## src/rtl/snake_pkg.sv

```systemverilog
// Shared direction encoding and helpers for the snake direction queue.
// Direction codes match the move register encoding used by the processor.
package snake_pkg;

    localparam int DIR_W = 3;

    typedef logic [DIR_W-1:0] dir_t;

    localparam dir_t DIR_NONE  = 3'd0;
    localparam dir_t DIR_UP    = 3'd1;
    localparam dir_t DIR_RIGHT = 3'd2;
    localparam dir_t DIR_DOWN  = 3'd3;
    localparam dir_t DIR_LEFT  = 3'd4;

    function automatic dir_t opposite(input dir_t dir);
        case (dir)
            DIR_UP:    return DIR_DOWN;
            DIR_RIGHT: return DIR_LEFT;
            DIR_DOWN:  return DIR_UP;
            DIR_LEFT:  return DIR_RIGHT;
            default:   return DIR_NONE;
        endcase
    endfunction

endpackage

```

## src/rtl/snake_btn_debounce.sv

```systemverilog
// One button: 2-flop synchroniser, optional debounce counter, one-cycle press pulse.
// Debounce counter present only when SNAKE_DIR_QUEUE_DEBOUNCE_EN is defined.
module snake_btn_debounce
    import snake_pkg::*;
#(
    parameter int DEBOUNCE_CYCLES = 250000
) (
    input  logic clock,
    input  logic resetn,
    input  logic btn_n,
    output logic press
);

    logic sync1;
    logic sync2;

    always_ff @(posedge clock or negedge resetn) begin
        if (!resetn) begin
            sync1 <= 1'b1;
            sync2 <= 1'b1;
        end else begin
            sync1 <= btn_n;
            sync2 <= sync1;
        end
    end

`ifdef SNAKE_DIR_QUEUE_DEBOUNCE_EN
    localparam int CNT_W = $clog2(DEBOUNCE_CYCLES + 1);

    logic [CNT_W-1:0] count;
    logic             level;

    // Level follows sync2 only after DEBOUNCE_CYCLES consecutive mismatching cycles.
    always_ff @(posedge clock or negedge resetn) begin
        if (!resetn) begin
            count <= '0;
            level <= 1'b1;
            press <= 1'b0;
        end else begin
            press <= 1'b0;
            if (sync2 != level) begin
                if (count == CNT_W'(DEBOUNCE_CYCLES - 1)) begin
                    count <= '0;
                    level <= sync2;
                    press <= level;
                end else begin
                    count <= count + 1'b1;
                end
            end else begin
                count <= '0;
            end
        end
    end
`else
    logic last;

    // DEBOUNCE_CYCLES is at least 1, so the range term is constant-true here.
    always_ff @(posedge clock or negedge resetn) begin
        if (!resetn) begin
            last  <= 1'b1;
            press <= 1'b0;
        end else begin
            last  <= sync2;
            press <= last & ~sync2 & (DEBOUNCE_CYCLES >= 1);
        end
    end
`endif

endmodule

```

## src/rtl/snake_dir_queue.sv

```systemverilog
// Per-player turn queue: debounced presses, reversal rejection, tick-driven commit.
// Build option SNAKE_DIR_QUEUE_DEBOUNCE_EN enables the debounce counters.
module snake_dir_queue
    import snake_pkg::*;
#(
    parameter int NUM_PLAYERS     = 2,
    parameter int DEBOUNCE_CYCLES = 250000,
    parameter int QUEUE_DEPTH     = 2,
    parameter int INIT_DIR        = 2
) (
    input  logic                     clock,
    input  logic                     resetn,
    input  logic [4*NUM_PLAYERS-1:0] btn_n,
    input  logic                     tick,
    input  logic                     clear,
    output logic [32*NUM_PLAYERS-1:0] move_out,
    output logic [NUM_PLAYERS-1:0]   pending,
    output logic [NUM_PLAYERS-1:0]   ovf
);

    localparam int   PTR_W    = (QUEUE_DEPTH > 1) ? $clog2(QUEUE_DEPTH) : 1;
    localparam int   OCC_W    = $clog2(QUEUE_DEPTH) + 1;
    localparam dir_t INIT_VAL = DIR_W'(INIT_DIR);

    logic [4*NUM_PLAYERS-1:0] press;

    for (genvar b = 0; b < 4*NUM_PLAYERS; b++) begin : g_btn
        snake_btn_debounce #(
            .DEBOUNCE_CYCLES(DEBOUNCE_CYCLES)
        ) u_btn (
            .clock  (clock),
            .resetn (resetn),
            .btn_n  (btn_n[b]),
            .press  (press[b])
        );
    end

    function automatic logic [PTR_W-1:0] next_ptr(input logic [PTR_W-1:0] ptr);
        return (ptr == PTR_W'(QUEUE_DEPTH - 1)) ? '0 : ptr + 1'b1;
    endfunction

    for (genvar p = 0; p < NUM_PLAYERS; p++) begin : g_player
        dir_t             slots [QUEUE_DEPTH];
        logic [PTR_W-1:0] rd_ptr;
        logic [PTR_W-1:0] wr_ptr;
        logic [PTR_W-1:0] tail_ptr;
        logic [OCC_W-1:0] occupancy;
        dir_t             move;
        logic             ovf_flag;
        logic [3:0]       btn_press;
        dir_t             cand;
        dir_t             ref_dir;
        logic             accept;
        logic             full;
        logic             do_push;
        logic             do_pop;

        assign btn_press = press[4*p +: 4];

        // Reference is the newest queued turn, so reversals are judged against what the snake will do.
        always_comb begin
            tail_ptr = (wr_ptr == '0) ? PTR_W'(QUEUE_DEPTH - 1) : wr_ptr - 1'b1;
            ref_dir  = (occupancy != '0) ? slots[tail_ptr] : move;
            if (btn_press[0])      cand = DIR_UP;
            else if (btn_press[1]) cand = DIR_RIGHT;
            else if (btn_press[2]) cand = DIR_DOWN;
            else if (btn_press[3]) cand = DIR_LEFT;
            else                   cand = DIR_NONE;
            accept  = (cand != DIR_NONE) && (cand != ref_dir) && (cand != opposite(ref_dir));
            full    = (occupancy == OCC_W'(QUEUE_DEPTH));
            do_pop  = tick && (occupancy != '0);
            do_push = accept && (!full || tick);
        end

        always_ff @(posedge clock or negedge resetn) begin
            if (!resetn) begin
                for (int i = 0; i < QUEUE_DEPTH; i++) slots[i] <= DIR_NONE;
                rd_ptr    <= '0;
                wr_ptr    <= '0;
                occupancy <= '0;
                move      <= INIT_VAL;
                ovf_flag  <= 1'b0;
            end else if (clear) begin
                rd_ptr    <= '0;
                wr_ptr    <= '0;
                occupancy <= '0;
                move      <= INIT_VAL;
                ovf_flag  <= 1'b0;
            end else begin
                if (do_pop) begin
                    move   <= slots[rd_ptr];
                    rd_ptr <= next_ptr(rd_ptr);
                end
                if (do_push) begin
                    slots[wr_ptr] <= cand;
                    wr_ptr        <= next_ptr(wr_ptr);
                end
                if (accept && full && !tick) ovf_flag <= 1'b1;
                if (do_push && !do_pop)      occupancy <= occupancy + 1'b1;
                else if (do_pop && !do_push) occupancy <= occupancy - 1'b1;
            end
        end

        assign move_out[32*p +: 32] = {{(32-DIR_W){1'b0}}, move};
        assign pending[p]           = (occupancy != '0);
        assign ovf[p]               = ovf_flag;
    end

endmodule
```

## config.mk

```make
export PLATFORM = sky130hd
export DESIGN_NAME = snake_dir_queue
export DESIGN_NICKNAME = d
export VERILOG_FILES = /design/src/rtl/snake_pkg.sv /design/src/rtl/snake_btn_debounce.sv /design/src/rtl/snake_dir_queue.sv
export SDC_FILE = /design/constraint.sdc
export NUM_CORES = 1
export LEC_CHECK = 0
export BUFFER_PORTS_ARGS = -buffer_cell sky130_fd_sc_hd__buf_2
export CORE_MARGIN = 10
export CORE_UTILIZATION = 55
export CTS_CLUSTER_SIZE = 10
export DETAILED_ROUTE_END_ITERATION = 8
export GPL_ROUTABILITY_DRIVEN = 0
export GPL_TIMING_DRIVEN = 0
export PLACE_DENSITY_LB_ADDON = 0.3
export SLEW_MARGIN = 20
export SYNTH_ARGS = -nofsm -noshare
export SYNTH_HDL_FRONTEND = slang
export SYNTH_SLANG_ARGS = --single-unit
```

## constraint.sdc

```tcl
create_clock -name clock -period 7.4 [get_ports clock]
set_clock_uncertainty 0.2 [all_clocks]
set_input_delay 0.37 -clock clock [delete_from_list [all_inputs] [get_ports clock]]
set_output_delay 0.37 -clock clock [all_outputs]
set_load 0.1 [all_outputs]
```

# Word-level counts from Yosys, hierarchy flattened
# Index checks and enable logic that the tools add are counted.
# word_totals
reg_bits	60
in_bits	12
out_inout_bits	68
wordCells	200
# op_classes
n_addsub	10
order_cmp	8
n_eq_ne	14
muxes	58
bitwise	23
n_reduce_logical	41
# op_table
cell	n
3-bit two-way mux	28
3-bit case mux with 4 select lines	2
1-bit logical AND	18
1-bit two-way mux	18
2-bit nonzero test	8
6-bit bitwise mux	2
3-bit by 2-bit == test with 1-bit output (second input constant)	4
2-bit >= comparator (second input constant)	6
2-bit two-way mux	6
3-bit != test	4
1-bit inverter with 2-bit output	6
3-bit nonzero test	4
1-bit inverter	9
1-bit bitwise AND	8
1-bit logical NOT	7
3-bit demux with 1-bit select	2
3-bit by 1-bit == test with 1-bit output (second input constant)	2
3-bit == test (second input constant)	2
1-bit adder (second input constant)	4
2-bit by 1-bit adder with 2-bit output (second input constant)	2
2-bit == test (second input constant)	2
2-bit by 1-bit less-than comparator with 1-bit output (second input constant)	2
2-bit AND reduction	2
2-bit by 1-bit subtractor with 2-bit output (second input constant)	2
other kinds (2)	4

# Depth between registers and ports, before layout
# depth
depth_word	17
ltp_mapped	9
mapped_depth_nobuf	8

# By module
# From an unflattened synthesis, not the netlist that was laid out.
# hier_totals
cells_unflattened	303
area_unflattened_um2	3228.1
# modules_own_cells
mod	n_inst	cells_each	area_each_um2	seq_area_each_um2
snake_dir_queue	1	263	2287.2	703.2
snake_btn_debounce	8	5	117.6	103.8

# Least setup slack after synthesis
# OpenSTA, ideal clock, no wires.
# synth_path
kind	register to register
from	register g_player[1].move[0]
to	register g_player[1].slots[0] (netlist bit)
setup_time_ns	0.128
t_arrival_ns	2.687
required_time_ns	7.072
path_slack_ns	4.385
path_stages_with_launch	8
n_path_buf	0
synth_period_minus_slack_ns	3.015
path_cell_list	dfrtp_1 > nor3_1 > a21oi_2 > mux2i_1 > a2111oi_4 > a211oi_4 > nor4b_4 > mux2_1
# synth_via
elab_chain_len	7
elab_cells_between_ends	12
cone_classes	6 x eq/ne; 2 x mux; 4 x reduce/logical
# synth_rtl
item	line_no	source
from (decl)	snake_dir_queue.sv:48	dir_t move;
from (signal assigned)	snake_dir_queue.sv:91	move <= slots[rd_ptr];
3-bit two-way mux *	snake_dir_queue.sv:63	ref_dir = (occupancy != '0) ? slots[tail_ptr] : move;
3-bit == test (tied with other cells)	snake_pkg.sv:16	case (dir)
3-bit case mux with 4 select lines	snake_pkg.sv:16	
3-bit != test	snake_dir_queue.sv:69	accept = (cand != DIR_NONE) && (cand != ref_dir) && (cand != opposite(ref_dir));
1-bit logical AND *	snake_dir_queue.sv:69	
1-bit logical AND *	snake_dir_queue.sv:72	do_push = accept && (!full || tick);
2-bit AND reduction (no line) *	n/a	
to (signal, indexed assignment)	snake_dir_queue.sv:95	slots[wr_ptr] <= cand;
to (decl)	snake_dir_queue.sv:43	dir_t slots [QUEUE_DEPTH];
# Every way passes the cells marked *; elsewhere a longest branch is shown, timed or not.
# A chain may end at the register's enable or synchronous reset.

# Worst setup path in the final report
# layout_path
from	register g_player[1].occupancy[0]
to	register g_player[1].slots[0] (netlist bit)
# layout_via
elab_chain_len	8
elab_cells_between_ends	16
cone_classes	7 x eq/ne; 2 x mux; 7 x reduce/logical
# layout_rtl
item	line_no	source
from (decl)	snake_dir_queue.sv:47	logic [OCC_W-1:0] occupancy;
from (signal assigned)	snake_dir_queue.sv:99	if (do_push && !do_pop) occupancy <= occupancy + 1'b1;
from (signal assigned)	snake_dir_queue.sv:100	else if (do_pop && !do_push) occupancy <= occupancy - 1'b1;
2-bit nonzero test	snake_dir_queue.sv:63	
3-bit two-way mux	snake_dir_queue.sv:63	
3-bit == test (tied with other cells)	snake_pkg.sv:16	
3-bit case mux with 4 select lines	snake_pkg.sv:16	
3-bit != test	snake_dir_queue.sv:69	
1-bit logical AND	snake_dir_queue.sv:69	
1-bit logical AND *	snake_dir_queue.sv:72	
2-bit AND reduction (no line) *	n/a	
# Marks and branches as above.

==> run summary <==
final setup violating endpoints: 0
max-slew violations: 0
number of design rule violations left after detail routing: 0
total core area: 5439 sq um
commonest non-fill, non-tap cells in the layout: 61 x sky130_fd_sc_hd__buf_4, 58 x sky130_fd_sc_hd__conb_1, 34 x sky130_fd_sc_hd__dfrtp_1
number of enable flip-flop cells after synthesis: 0
worst rel slew slack: 0.5148
Total GRT Usage: 0.1262
VDD IR max: 0.0002324 V
sum of net half-perimeters after detailed placement: 4012 microns
vias in the first global route: 1978
number of top-level design ports: 80
number of levels the H-tree was split into: 3
Die Y: 94.49 microns
clk slew on worst S/H paths: 0.06 ns
Most used DFF post-synth: sky130_fd_sc_hd__dfrtp_1
Net Sw Frac: 0.4237
share of async-settable or async-resettable flops after synthesis: 1.000
quantity of I/O buffers inserted on ports: 21
total power consumption of the routed design: 1.283 mW
fraction of power consumed by combinational cells: 0.428
register area share after synthesis: 0.5027
drt total wl: 5346 microns
gate count of the mapped netlist: 270
power per standard cell area: 341.7 nW/um^2
data arrival time of the critical path: 2.98 ns
hold path depth: 0
CP required: 7.40 ns
type of the setup path with the least slack: register to register
Initial Util: 0.5611
DRC violation total after the first TritonRoute iteration: 74
CTS Buffer Depth: 2
TritonCTS Sinks: 60
DIE AREA: 8928 sq um
Avg Inst Size Synth: 11.30 sq um
number of antenna violations at the first check in global routing: 0
share of power burned in registers: 0.345
final worst slack: 4.419 ns
number of vias in the routed layout: 1973
filler cell count in the final layout: 427
number of nets with antenna violations after detailed routing: 0
Worst Path Max Fanout: 10
cell with the largest stage delay on the worst path: sky130_fd_sc_hd__a211oi_4
element type at the critical path start: register
gr ovfl total: 0
Die X-Extent: 94.49 microns
proportion of power drawn by the clock network: 0.226
CTS buffer count: 9
Synth Register Bits: 60
global-route wire length before repair: 9004 microns
worst slack at placement: 4.428 ns
endpoint class of the critical path: register
synthesized area: 3052 sq um
Fmax achieved: 335.4 MHz
maximum capacitance violations: 0
class of the worst hold path: register to register
hold_ws: 0.1550 ns
vias per std cell: 4.434
setup repair after global routing missed its margin: no
Hold Vio Cnt, Final: 0
Area Growth Syn to Fin: 23.08%
clock tree from TritonCTS: yes
CTS root buffer: sky130_fd_sc_hd__clkbuf_8
Antenna Cells: 0
length in cells of the worst reg-to-reg path: 9
Syn. warnings: 0
result of the run: finished clean
ratio of cells with drive above 1 in the final layout: 0.3887
Net Switching: 543.8 uW
Final nets: 380
largest incremental delay on the critical path: 0.44 ns
synth unique cells: 51
leakage power figure: 1.827 nW
aggregate negative setup slack: 0 ns
maximum number of pins on one net before global-route repair: 61
series of cell instances along the critical path: buf_6 -> nor2_2 -> inv_4 -> a21oi_2 -> mux2i_1 -> a2111oi_4 -> a211oi_4 -> nor4b_4 -> mux2_1
minimum period implied by the final worst setup slack: 2.981 ns
share of the cycle needed by the critical path after routing: 0.4029
row cnt: 27
later-pin clock latency in the skew report: 0.32 ns
fraction of the core area covered by cells at the end of the flow: 0.6906
routed length per placed instance: 12.01 microns
Int Pwr: 739.5 uW
commonest non-fill, non-tap cell in the layout: sky130_fd_sc_hd__buf_4
detailed-routing iteration count for the pre-antenna-repair pass: 4
worst-margin pin slew: 0.7278 ns
## worst paths after layout
path,start,to,slack (ns)
worst max-delay path,g_player[1].occupancy[0],g_player[1].slots[0],4.42
worst min-delay path,g_btn[7].u_btn.sync1,g_btn[7].u_btn.sync2,0.15
worst max register to register,g_player[1].occupancy[0],g_player[1].slots[0],4.42
worst min register to register,g_btn[7].u_btn.sync1,g_btn[7].u_btn.sync2,0.15
max in group asynchronous,resetn,g_player[0].slots[0],6.05
min in group asynchronous,resetn,g_player[0].slots[1],0.46
## per-stage QoR
stage,std cells,area (sq um)
5_1_grt,445,3756
6_report,445,3756
3_3_place_gp,420,3461
4_1_cts,445,3756
3_5_place_dp,420,3463
2_1_floorplan,327,3266
## area by class of cell
| type | count | area (sq um) | area share |
|---|---|---|---|
| multi-input combinational | 190 | 1206 | 0.3211 |
| timing repair buffer | 30 | 197.7 | 0.05263 |
| inverter | 9 | 36.28 | 0.009660 |
| clock buffer | 12 | 155.1 | 0.04131 |
| buffer | 68 | 489.2 | 0.1302 |
| clock inverter | 4 | 47.55 | 0.01266 |
| tap | 72 | 90.09 | 0.02398 |
| sequential | 60 | 1534 | 0.4084 |
## power groups by stage
stage          combinational (mW)  sequential (mW)  clock, mW
2_1_floorplan               0.430            0.488          0
3_3_place_gp                0.532            0.445          0
3_5_place_dp                0.544            0.448          0
4_1_cts                     0.549            0.443      0.301
5_1_grt                     0.588            0.453      0.314
6_report                    0.550            0.443      0.291
## worst max-delay path: cells and delay by family, from the launching register on
family	cells	cell delay (ns)
AO/OA/AOI/OAI	3	0.78
multiplexers	2	0.71
AND/OR/NAND/NOR	2	0.56
flip-flops	1	0.38
buffers and inverters	2	0.21
## timing repair
item,4_1_cts,5_1_grt
buffers inserted,0,0
hold buffers,9,0
endpoints found under the hold margin,42,0
setup endpoints to repair,0,0
gates resized for setup,0,0
## layer usage
metal  vias up  wire length [microns]  global-route usage
met1       931                   2155              0.1381
met2        42                   2759              0.2140
li1        990                      -                   -
met3        10                    324             0.04282
met5         -                      0                   0
met4         0                    107             0.06359
## synth_stat cells, drive strengths merged, types with 4 or more instances
cell type	count	area [sq um]
a21oi	13	68.82
a211oi	6	57.56
nor2b	10	62.56
dfstp	26	683.2
mux2i	13	142.6
o21ai	4	20.02
xnor2	7	61.31
clkbuf	4	15.01
dfrtp	34	850.8
inv	9	36.29
buf	64	474.2
nor2	18	70.07
mux2	11	123.9
nand2	9	33.78
nor3	8	40.04
## flip-flops by register name, summed over array words and instances (netlist names)
name                count
g_btn.u_btn.sync2       8
g_player.rd_ptr         2
g_btn.u_btn.sync1       8
g_player.move           6
g_player.wr_ptr         2
g_player.ovf_flag       2
g_player.slots         12
g_btn.u_btn.last        8
g_player.occupancy      4
g_btn.u_btn.press       8
## kinds of logic after synthesis
kind of cell	Yosys count	synth area share
AOI/OAI and AO/OA	36	0.09308
xor gates and xnor gates	7	0.02009
buffers and inverters	77	0.1722
DFF	60	0.5027
muxes	24	0.08733
other	1	0.001229
and+or+nand+nor	65	0.1234
No activity file was read; power rests on OpenSTA's default activity.
